**src/rtl/pkg_fft_output_mon_pkg.sv**
```systemverilog
// Shared definitions for the pkg_fft_output stream monitors: FSM encoding
// and default sizing of the stall detector.
package pkg_fft_output_mon_pkg;

  localparam int DEF_STALL_THRESH = 16;
  localparam int DEF_CNT_W        = 16;

  typedef enum logic [1:0] {
    ST_IDLE    = 2'd0,
    ST_XFER    = 2'd1,
    ST_WAIT    = 2'd2,
    ST_BLOCKED = 2'd3
  } mon_state_e;

endpackage

```
**src/rtl/pkg_fft_output_axis_stall_detect_if.sv**
```systemverilog
// AXI-Stream handshake pair of the pkg_fft_output result stream.
// The stall detector only taps it, so it uses the mon modport.
interface pkg_fft_output_axis_stall_detect_if;

  logic s_tvalid;
  logic s_tready;

  modport master (output s_tvalid, input  s_tready);
  modport slave  (input  s_tvalid, output s_tready);
  modport mon    (input  s_tvalid, input  s_tready);

endinterface

```
**src/rtl/pkg_fft_output_sat_cnt.sv**
```systemverilog
// Saturating up-counter with synchronous clear and load.
// Priority: clr over load over inc; holds at all-ones instead of wrapping.
module pkg_fft_output_sat_cnt #(
  parameter int CNT_W = 16
) (
  input  logic             clk,
  input  logic             rst_n,
  input  logic             clr_i,
  input  logic             load_i,
  input  logic             inc_i,
  input  logic [CNT_W-1:0] load_val_i,
  output logic [CNT_W-1:0] cnt_o
);

  logic [CNT_W-1:0] cnt_q, cnt_d;

  always_comb begin
    // NOTE: next-state takes the held value first so no path leaves it unassigned (no latch).
    cnt_d = cnt_q;
    if (clr_i)                       cnt_d = '0;
    else if (load_i)                 cnt_d = load_val_i;
    else if (inc_i && (cnt_q != '1)) cnt_d = cnt_q + CNT_W'(1);
  end

  always_ff @(posedge clk or negedge rst_n) begin
    // NOTE: state registers use non-blocking assignment so every flop samples pre-edge values.
    if (!rst_n) cnt_q <= '0;
    else        cnt_q <= cnt_d;
  end

  assign cnt_o = cnt_q;

endmodule

```
**src/rtl/pkg_fft_output_axis_stall_detect.sv**
```systemverilog
// Observe-only stall detector on the pkg_fft_output result stream: flags
// runs of STALL_THRESH back-pressured cycles and keeps sticky statistics.
module pkg_fft_output_axis_stall_detect
  import pkg_fft_output_mon_pkg::*;
#(
  parameter int STALL_THRESH = DEF_STALL_THRESH,
  parameter int CNT_W        = DEF_CNT_W
) (
  input  logic                                ap_clk,
  input  logic                                ap_rst_n,
  pkg_fft_output_axis_stall_detect_if.mon     s_axis,
  input  logic                                clear,
  output logic                                axis_block_sig,
  output logic                                stall_sticky,
  output logic                                protocol_err,
  output logic [CNT_W-1:0]                    stall_events,
  output logic [CNT_W-1:0]                    max_stall
);

  localparam logic [CNT_W-1:0] THRESH_M1 = CNT_W'(STALL_THRESH - 1);

  mon_state_e       state_q, state_d;
  logic [CNT_W-1:0] run_q;
  logic [CNT_W-1:0] max_stall_q, max_stall_d;
  logic             sticky_q, sticky_d;
  logic             perr_q, perr_d;

  logic hs, stall;
  logic run_load, run_inc, run_clr;
  logic enter_blk, end_run, perr_set;

  assign hs    = s_axis.s_tvalid &  s_axis.s_tready;
  assign stall = s_axis.s_tvalid & ~s_axis.s_tready;

  always_comb begin
    state_d   = state_q;
    run_load  = 1'b0;
    run_inc   = 1'b0;
    run_clr   = 1'b0;
    enter_blk = 1'b0;
    end_run   = 1'b0;
    perr_set  = 1'b0;
    unique case (state_q)
      ST_IDLE, ST_XFER: begin
        if (hs)         state_d = ST_XFER;
        else if (stall) begin
          state_d  = ST_WAIT;
          run_load = 1'b1;
        end else        state_d = ST_IDLE;
      end
      ST_WAIT, ST_BLOCKED: begin
        if (stall) begin
          run_inc = 1'b1;
          // run_q already counts the earlier stalls; this sample is the threshold one
          if (state_q == ST_WAIT && run_q >= THRESH_M1) begin
            state_d   = ST_BLOCKED;
            enter_blk = 1'b1;
          end
        end else begin
          end_run  = 1'b1;
          run_clr  = 1'b1;
          perr_set = ~hs;
          state_d  = hs ? ST_XFER : ST_IDLE;
        end
      end
      default: state_d = ST_IDLE;
    endcase
  end

  // External clear takes precedence over any event landing in the same cycle.
  always_comb begin
    max_stall_d = max_stall_q;
    if (clear)                                max_stall_d = '0;
    else if (end_run && run_q > max_stall_q)  max_stall_d = run_q;
    sticky_d = clear ? 1'b0 : (sticky_q | enter_blk);
    perr_d   = clear ? 1'b0 : (perr_q   | perr_set);
  end

  always_ff @(posedge ap_clk or negedge ap_rst_n) begin
    if (!ap_rst_n) begin
      state_q     <= ST_IDLE;
      max_stall_q <= '0;
      sticky_q    <= 1'b0;
      perr_q      <= 1'b0;
    end else begin
      state_q     <= state_d;
      max_stall_q <= max_stall_d;
      sticky_q    <= sticky_d;
      perr_q      <= perr_d;
    end
  end

  pkg_fft_output_sat_cnt #(.CNT_W(CNT_W)) u_run_cnt (
    .clk        (ap_clk),
    .rst_n      (ap_rst_n),
    .clr_i      (run_clr),
    .load_i     (run_load),
    .inc_i      (run_inc),
    .load_val_i (CNT_W'(1)),
    .cnt_o      (run_q)
  );

  pkg_fft_output_sat_cnt #(.CNT_W(CNT_W)) u_evt_cnt (
    .clk        (ap_clk),
    .rst_n      (ap_rst_n),
    .clr_i      (clear),
    .load_i     (1'b0),
    .inc_i      (enter_blk),
    .load_val_i ('0),
    .cnt_o      (stall_events)
  );

  assign axis_block_sig = (state_q == ST_BLOCKED);
  assign stall_sticky   = sticky_q;
  assign protocol_err   = perr_q;
  assign max_stall      = max_stall_q;

endmodule

```
**src/flat_wrapper.sv**
```systemverilog
// flat-port wrapper written by rule: the top's interface ports become plain ports
module pkg_fft_output_axis_stall_detect_flat import pkg_fft_output_mon_pkg::*;
#(
  parameter int STALL_THRESH = DEF_STALL_THRESH,
  parameter int CNT_W        = DEF_CNT_W
)
  (ap_clk, ap_rst_n, clear, axis_block_sig, stall_sticky, protocol_err, stall_events, max_stall, s_axis_s_tvalid, s_axis_s_tready);
  pkg_fft_output_axis_stall_detect_if s_axis_i ();
  input  logic ap_clk;
  input  logic ap_rst_n;
  input  logic clear;
  output logic axis_block_sig;
  output logic stall_sticky;
  output logic protocol_err;
  output logic [CNT_W-1:0] stall_events;
  output logic [CNT_W-1:0] max_stall;
  input wire logic [$bits(s_axis_i.s_tvalid)-1:0] s_axis_s_tvalid;
  input wire logic [$bits(s_axis_i.s_tready)-1:0] s_axis_s_tready;
  assign s_axis_i.s_tvalid = s_axis_s_tvalid;
  assign s_axis_i.s_tready = s_axis_s_tready;
  pkg_fft_output_axis_stall_detect #(.STALL_THRESH(STALL_THRESH), .CNT_W(CNT_W)) u_core (.ap_clk(ap_clk), .ap_rst_n(ap_rst_n), .s_axis(s_axis_i), .clear(clear), .axis_block_sig(axis_block_sig), .stall_sticky(stall_sticky), .protocol_err(protocol_err), .stall_events(stall_events), .max_stall(max_stall));
endmodule
```
**config.mk**
```make
export PLATFORM = sky130hd
export DESIGN_NAME = pkg_fft_output_axis_stall_detect_flat
export DESIGN_NICKNAME = d
export VERILOG_FILES = /design/src/rtl/pkg_fft_output_mon_pkg.sv /design/src/rtl/pkg_fft_output_axis_stall_detect_if.sv /design/src/rtl/pkg_fft_output_sat_cnt.sv /design/src/rtl/pkg_fft_output_axis_stall_detect.sv /design/src/flat_wrapper.sv
export SDC_FILE = /design/constraint.sdc
export NUM_CORES = 1
export LEC_CHECK = 0
export ABC_CLOCK_PERIOD_IN_PS = 2110
export BUFFER_PORTS_ARGS = -buffer_cell sky130_fd_sc_hd__buf_2
export CAP_MARGIN = 40
export CORE_MARGIN = 4
export CORE_UTILIZATION = 45
export CTS_CLUSTER_SIZE = 14
export DETAILED_ROUTE_END_ITERATION = 8
export GPL_ROUTABILITY_DRIVEN = 0
export PLACE_DENSITY = 0.67
export SLEW_MARGIN = 30
export SYNTH_ARGS = -nofsm -noshare
export SYNTH_HDL_FRONTEND = slang
export SYNTH_SLANG_ARGS = --single-unit
```
**constraint.sdc**
```tcl
create_clock -name ap_clk -period 2.11 [get_ports ap_clk]
set_input_delay 0.422 -clock ap_clk [delete_from_list [all_inputs] [get_ports ap_clk]]
set_output_delay 0.422 -clock ap_clk [all_outputs]
set_load 0.01 [all_outputs]
```
==> results.yml, run 1 <==
detailed_routing:
  wl_um: 7280
  first_pass_iters: 4
  vias_per_cell: 5.35
  vias: 2716
  remaining_drc_errors: 0
  first_iter_violations: 169
  ant_nets: 0
  wl_per_cell_um: 14.3
grt:
  grt.total_usage_pct: 17.5
  grt_max_degree: 53
  antenna_found_initial: 0
  grt_pass1_vias: 2470
  grt_overflow: 0
  grt_first_pass_wirelength_um: 12100
clock_tree:
  holdBufCountCts: 0
  clk_latency_ps: 310
  cts-root-buf: "clkbuf_8"
  cts_tree: "yes"
  clkTransAtPathRegs_ps: 100
  clock_sinks: 52
  clock_path_buffers: 2
  numCtsBuffers: 5
  cts.htree.levels: 2
sta:
  min_period_ps: 2030
  setup_viol_count_final: 0
  hold_viol: 0
  finalMaxSlewViolations: 0
  finalCritPeriodShare_pct: 96.3
  max_slew_margin_pct: 55.4
  fin_skew_ps: 7.43
  setup_slack_ps: 78.2
  max_freq_mhz: 492
  tns_ps: 0
  rsz0062_at_grt: "true"
  worst_pin_slew_ps: 670
cells_and_area:
  nFillCells: 640
  area_growth_pct: 21.4
  multi_input_area_um2: 1780
  fin_util_pct: 56.3
  antenna_cells: 0
  drive_gt1_share_pct: 25.5
  ff_latch_area_um2: 1310
  final_net_count: 434
  final_area_um2: 3840
synthesis:
  yosys.cell_types.count: 50
  netlist.area_leader.share_pct: 41.1
  synth-simple-area-share_pct: 25.4
  ys_seq_area_share_pct: 41.1
  yosys.area_share.xor_xnor_pct: 1.38
  synth_ff_type: "dfrtp_1"
  syn-cell-area_um2: 3170
  synthArstFlopShare_pct: 100
  synth.largest_area_cell: "dfrtp_1"
  ys_top_cells_by_area: "dfrtp_1, ha_1, nand2_1"
  synth_compound_area_share_pct: 12.5
  synth_edf_count: 0
  synth_top_family_by_area: "simple AND/OR/NAND/NOR gates"
  synth-adder-area-share_pct: 7.11
  synthCells: 344
  avgSynthCellArea_um2: 9.21
  yosys_warnings: 0
  synthMuxAreaShare_pct: 7.51
  synth_seq_cells: 52
  syn_nets: 367
floorplan:
  ioPinCount: 40
  start_util_pct: 46.4
  die_area_um2: 8440
  die_y_um: 91.9
  die_x_um: 91.9
  core_um2: 6830
  core.rowCount: 30
critical_path:
  critPathKind: "reg2reg"
  crit_path_start_kind: "flip-flop"
  critical_path.most_common_cell: "nand4_2"
  crit_arrival_ps: 2270
  cp-end-kind: "flip-flop"
  cp_cell_sequence: "ha_1 > a31oi_1 > nand4_2 > nand4_2 > or4_1 > a21oi_1"
  required_ps: 2350
  crit_path_top_delay_cell: "or4_1"
  crit_path_max_fanout: 13
  worst_path_largest_cell_delay_ps: 580
pwr:
  power_mw: 1.85
  p_leak_nw: 1.77
  irDropWorstVdd_v: 0.000255
  p_per_area_nw_per_um2: 482
placed_design:
  portBuffers: 39
  placed_cell_area_um2: 3640
  dpl_worst_slack_ps: 24.7
  dp_hpwl_um: 5390
min_path:
  min_path_type: "in2async"
run_status:
  status: "finished, final reports clean"
job:
  maxCapViolations: 0
-- synthesized netlist by cell type (2+ instances only) --
cell,count
a211oi_1,4
or4_1,5
xor2_1,4
a21oi_1,23
nor2b_1,8
clkbuf_2,2
clkbuf_1,4
nand3_1,15
nor2_1,27
or3_1,6
nor3_1,11
a2111oi_2,2
and2_1,2
ha_1,18
dfrtp_1,52
nand4_1,7
inv_1,23
o31ai_1,5
nand2_1,47
nor4_1,4
o21ai_1,2
nand4_2,4
and3_1,3
mux2i_1,17
o21ai_0,14
and4_1,3
mux2_2,6
buf_6,3
o211ai_1,2
-- worst paths after layout --
path | startpoint | endpoint | slack (ps) | cells past startpoint
worst max-delay path | u_core.u_run_cnt.cnt_o[0] | u_core.u_evt_cnt.cnt_o[12] | 80 | 6
worst max register to register | u_core.u_run_cnt.cnt_o[0] | u_core.u_evt_cnt.cnt_o[12] | 80 | 6
min in group ap_clk | s_axis_s_tready | u_core.state_q[0] | 380 | 3
max in group asynchronous | ap_rst_n | u_core.u_run_cnt.cnt_o[2] | 1390 | 2
worst min register to register | u_core.protocol_err | u_core.protocol_err | 510 | 2
worst min-delay path | ap_rst_n | u_core.u_run_cnt.cnt_o[12] | 210 | 2
-- through the flow --
stage	hold slack, ps	cells
final	213	508
after global routing	288	508
after CTS	249	506
after detailed placement	491	498
after global placement	491	498
after floorplan	126	344
-- per-layer routing --
| layer | global-route usage [%] | part of all wire, % |
|---|---|---|
| met5 | 0 | 0 |
| met1 | 26.3 | 49 |
| met4 | 3.71 | 1.3 |
| met2 | 26.9 | 46 |
| met3 | 2.46 | 4.3 |
-- registers in the layout (all words and copies together) (netlist names) --
| register | flops |
|---|---|
| u_core.max_stall | 16 |
| u_core.protocol_err | 1 |
| u_core.stall_sticky | 1 |
| u_core.state_q | 2 |
| u_core.u_evt_cnt.cnt_o | 16 |
| u_core.u_run_cnt.cnt_o | 16 |
-- kinds of logic after synthesis --
logic type / Yosys count
xor gates and xnor gates: 5
and+or+nand+nor: 150
AOI/OAI and AO/OA: 61
buffers and inverters: 35
DFF: 52
adders and majority gates: 18
muxes: 23
-- area by class of cell --
type / count / share of cell area (%)
clock buffer: 6 / 1.89
clock inverter: 2 / 0.911
sequential: 52 / 33.9
tap: 96 / 3.12
inverter: 24 / 2.34
multi-input combinational: 257 / 46.3
timing repair buffer: 71 / 11.5
-- where the power goes --
group	switching (mW)	leakage, nW	internal, mW
Sequential	0.00870	0.716	1.00
Clock	0.332	0.0552	0.353
Combinational	0.0954	0.997	0.0588
Total	0.436	1.77	1.42
-- worst max-delay path: cells and delay by family, from the launching register on --
family                     cells  cell delay [ps]
AOI/OAI and AO/OA              2              290
DFF                            1              370
adders and majority gates      1              240
and+or+nand+nor                3             1050
-- cell usage in the layout, fill, tap and decap left out, types with 2 or more instances in the layout --
cell type and instances:
and2_1 2, nand4_2 3, clkbuf_8 5, buf_6 2
dfrtp_1 49, o21ai_0 13, nand2_1 47, buf_2 39
or4_1 5, nor4_4 2, nand3_1 14, dfrtp_2 3
nand4_1 7, nor2_1 27, mux2_2 6, o211ai_1 2
nor3_1 9, and3_1 3, o21ai_2 2, or3_1 6
mux2i_1 17, nor2b_1 8, inv_1 23, and4_1 3
ha_1 17, a21oi_1 23, buf_4 30, xor2_1 4
nor4_1 4, a211oi_1 4, o31ai_1 5
-- repair_timing --
| item | in CTS | in global routing |
|---|---|---|
| buffers inserted | 0 | 2 |
| setup endpoints to repair | 0 | 29 |
| gates resized for setup | 0 | 16 |
Power figures use the tool's default switching activity.
==> run 2: changes to the inputs <==
ABC_CLOCK_PERIOD_IN_PS = 1900   (was 2110)
PLACE_DENSITY = 0.65   (was 0.67)
clock period = 1.9 ns   (was 2.11 ns; I/O delays follow)
==> results.yml, run 2 (synthesis results as in run 1) <==
run_status:
  status: "finished with violations"
  failed_checks: "negative setup slack"
critical_path:
  critPathBufInv: 1
  cp-end-kind: "flip-flop"
  worst_path_largest_cell_delay_ps: 420
  rr_endpoint: "u_core.max_stall[14]"
  rr_worst_depth: 7
  crit_path_max_fanout: 7
  critPathTopFamily: "simple AND/OR/NAND/NOR gates"
  r2r_slack_ps: -230
  critPathKind: "reg2reg"
  crit_path_start_kind: "flip-flop"
  crit_arrival_ps: 2360
  r2r_start: "u_core.u_run_cnt.cnt_o[5]"
  required_ps: 2130
  crit_path_top_delay_cell: "dfrtp_1"
  cp_cell_sequence: "ha_4 > nand4_1 > nor4_4 > o21ai_2 > a31oi_4 > buf_6 > mux2i_2"
detailed_routing:
  remaining_drc_errors: 0
  wl_um: 8280
  top_layer: "met4"
  ant_nets: 0
  vias_per_cell: 5.45
  wl_met2_um: 3960
  first_iter_violations: 141
  wl_per_cell_um: 15.3
  vias: 2942
  wl_met1_um: 3930
  first_pass_iters: 4
  wl_met3_um: 311
clock_tree:
  clock_path_buffers: 2
  clkTransAtPathRegs_ps: 100
  cts-root-buf: "clkbuf_8"
  numCtsBuffers: 5
  cts_tree: "yes"
  clk_latency_ps: 310
  cts.htree.levels: 2
  clock_sinks: 52
floorplan:
  die_area_um2: 8440
  die_x_um: 91.9
  die_y_um: 91.9
  ioPinCount: 40
  core.rowCount: 30
  start_util_pct: 46.4
  core_um2: 6830
sta:
  fin_skew_ps: 7.60
  tns_ps: -3030
  setup_viol_count_final: 16
  setup_slack_ps: -227
  max_slew_margin_pct: 66.0
  worst_pin_slew_ps: 509
  rsz0062_at_grt: "true"
  min_period_ps: 2130
  finalCritPeriodShare_pct: 112
  finalMaxSlewViolations: 0
  hold_viol: 0
  max_freq_mhz: 470
cells_and_area:
  nFillCells: 599
  final_cell_mix: "buf_4, dfrtp_1, nand2_1"
  fin_util_pct: 62.7
  final_net_count: 467
  antenna_cells: 0
  final_common_cell: "buf_4"
  drive_gt1_share_pct: 35.4
  area_growth_pct: 35.3
placed_design:
  portBuffers: 39
  dp_hpwl_um: 5940
  dpl_worst_slack_ps: -347
grt:
  grt_pass1_vias: 2800
  grt_overflow: 0
  antenna_found_initial: 0
  grt_first_pass_wirelength_um: 13700
  grt.total_usage_pct: 19.8
  grt_max_degree: 34
pwr:
  p_leak_nw: 1.97
  irDropWorstVdd_v: 0.000248
  p_per_area_nw_per_um2: 456
job:
  maxCapViolations: 0
min_path:
  min_path_type: "in2async"
==> run 2: cell count changes in the layout (fill, tap and decap cells not counted), moves of 3 or more <==
cell,previous run,this run
buf_4,30,60
ha_1,17,10
ha_4,1,8
buf_12,0,3
==> run 2: per-stage QoR <==
stage	hold slack (ps)	cell area [um^2]	power, mW	cells
2_1_floorplan	84.4	3180	1.24	344
3_3_place_gp	370	3920	1.33	529
3_5_place_dp	373	3920	1.33	529
4_1_cts	33.8	4120	1.96	538
5_1_grt	52.0	4290	2.05	540
6_report	20.6	4290	1.95	540
==> run 2: worst max path at each step <==
stage / cells past startpoint / to / from / slack, ps
2_1_floorplan: 8 / u_core.max_stall[13] / u_core.max_stall[8] / -140
3_3_place_gp: 8 / u_core.max_stall[11] / u_core.max_stall[8] / -320
3_5_place_dp: 7 / u_core.max_stall[14] / u_core.u_run_cnt.cnt_o[5] / -350
4_1_cts: 7 / u_core.max_stall[14] / u_core.u_run_cnt.cnt_o[12] / -200
5_1_grt: 8 / u_core.max_stall[14] / u_core.max_stall[9] / -320
6_report: 7 / u_core.max_stall[14] / u_core.u_run_cnt.cnt_o[5] / -230
==> run 2: cell type report <==
class	count	area [um^2]	area share, %
multi-input combinational	257	1970	45.9
sequential	52	1300	30.4
timing repair buffer	104	728	17.0
tap	96	120	2.80
inverter	24	90.1	2.10
clock buffer	6	72.6	1.69
clock inverter	1	5.00	0.117
==> run 2: worst register-to-register path, cell delays in order (launching register included) <==
cell and delay [ps]:
dfrtp_1 420, ha_4 280, nand4_1 130, nor4_4 420, o21ai_2 150, a31oi_4 240, buf_6 180, mux2i_2 220
==> run 2: metal layers <==
layer  vias up  global-route usage (%)
met3         8                    3.20
met4         0                    4.21
met1      1453                    27.7
met5         -                       0
met2        54                    32.5
li1       1427                       -
==> run 2: repair_timing <==
action | CTS | global route
setup endpoints to repair | 27 | 35
buffers inserted | 2 | 2
resized for setup | 14 | 26
pin swaps | 3 | 6
hold buffers | 0 | 0
==> run 2: power breakdown <==
part	switching [mW]	internal, mW	leakage [nW]
sequential	0.0129	1.12	0.718
combinational	0.113	0.0793	1.21
clock	0.380	0.252	0.0410
total	0.506	1.45	1.97
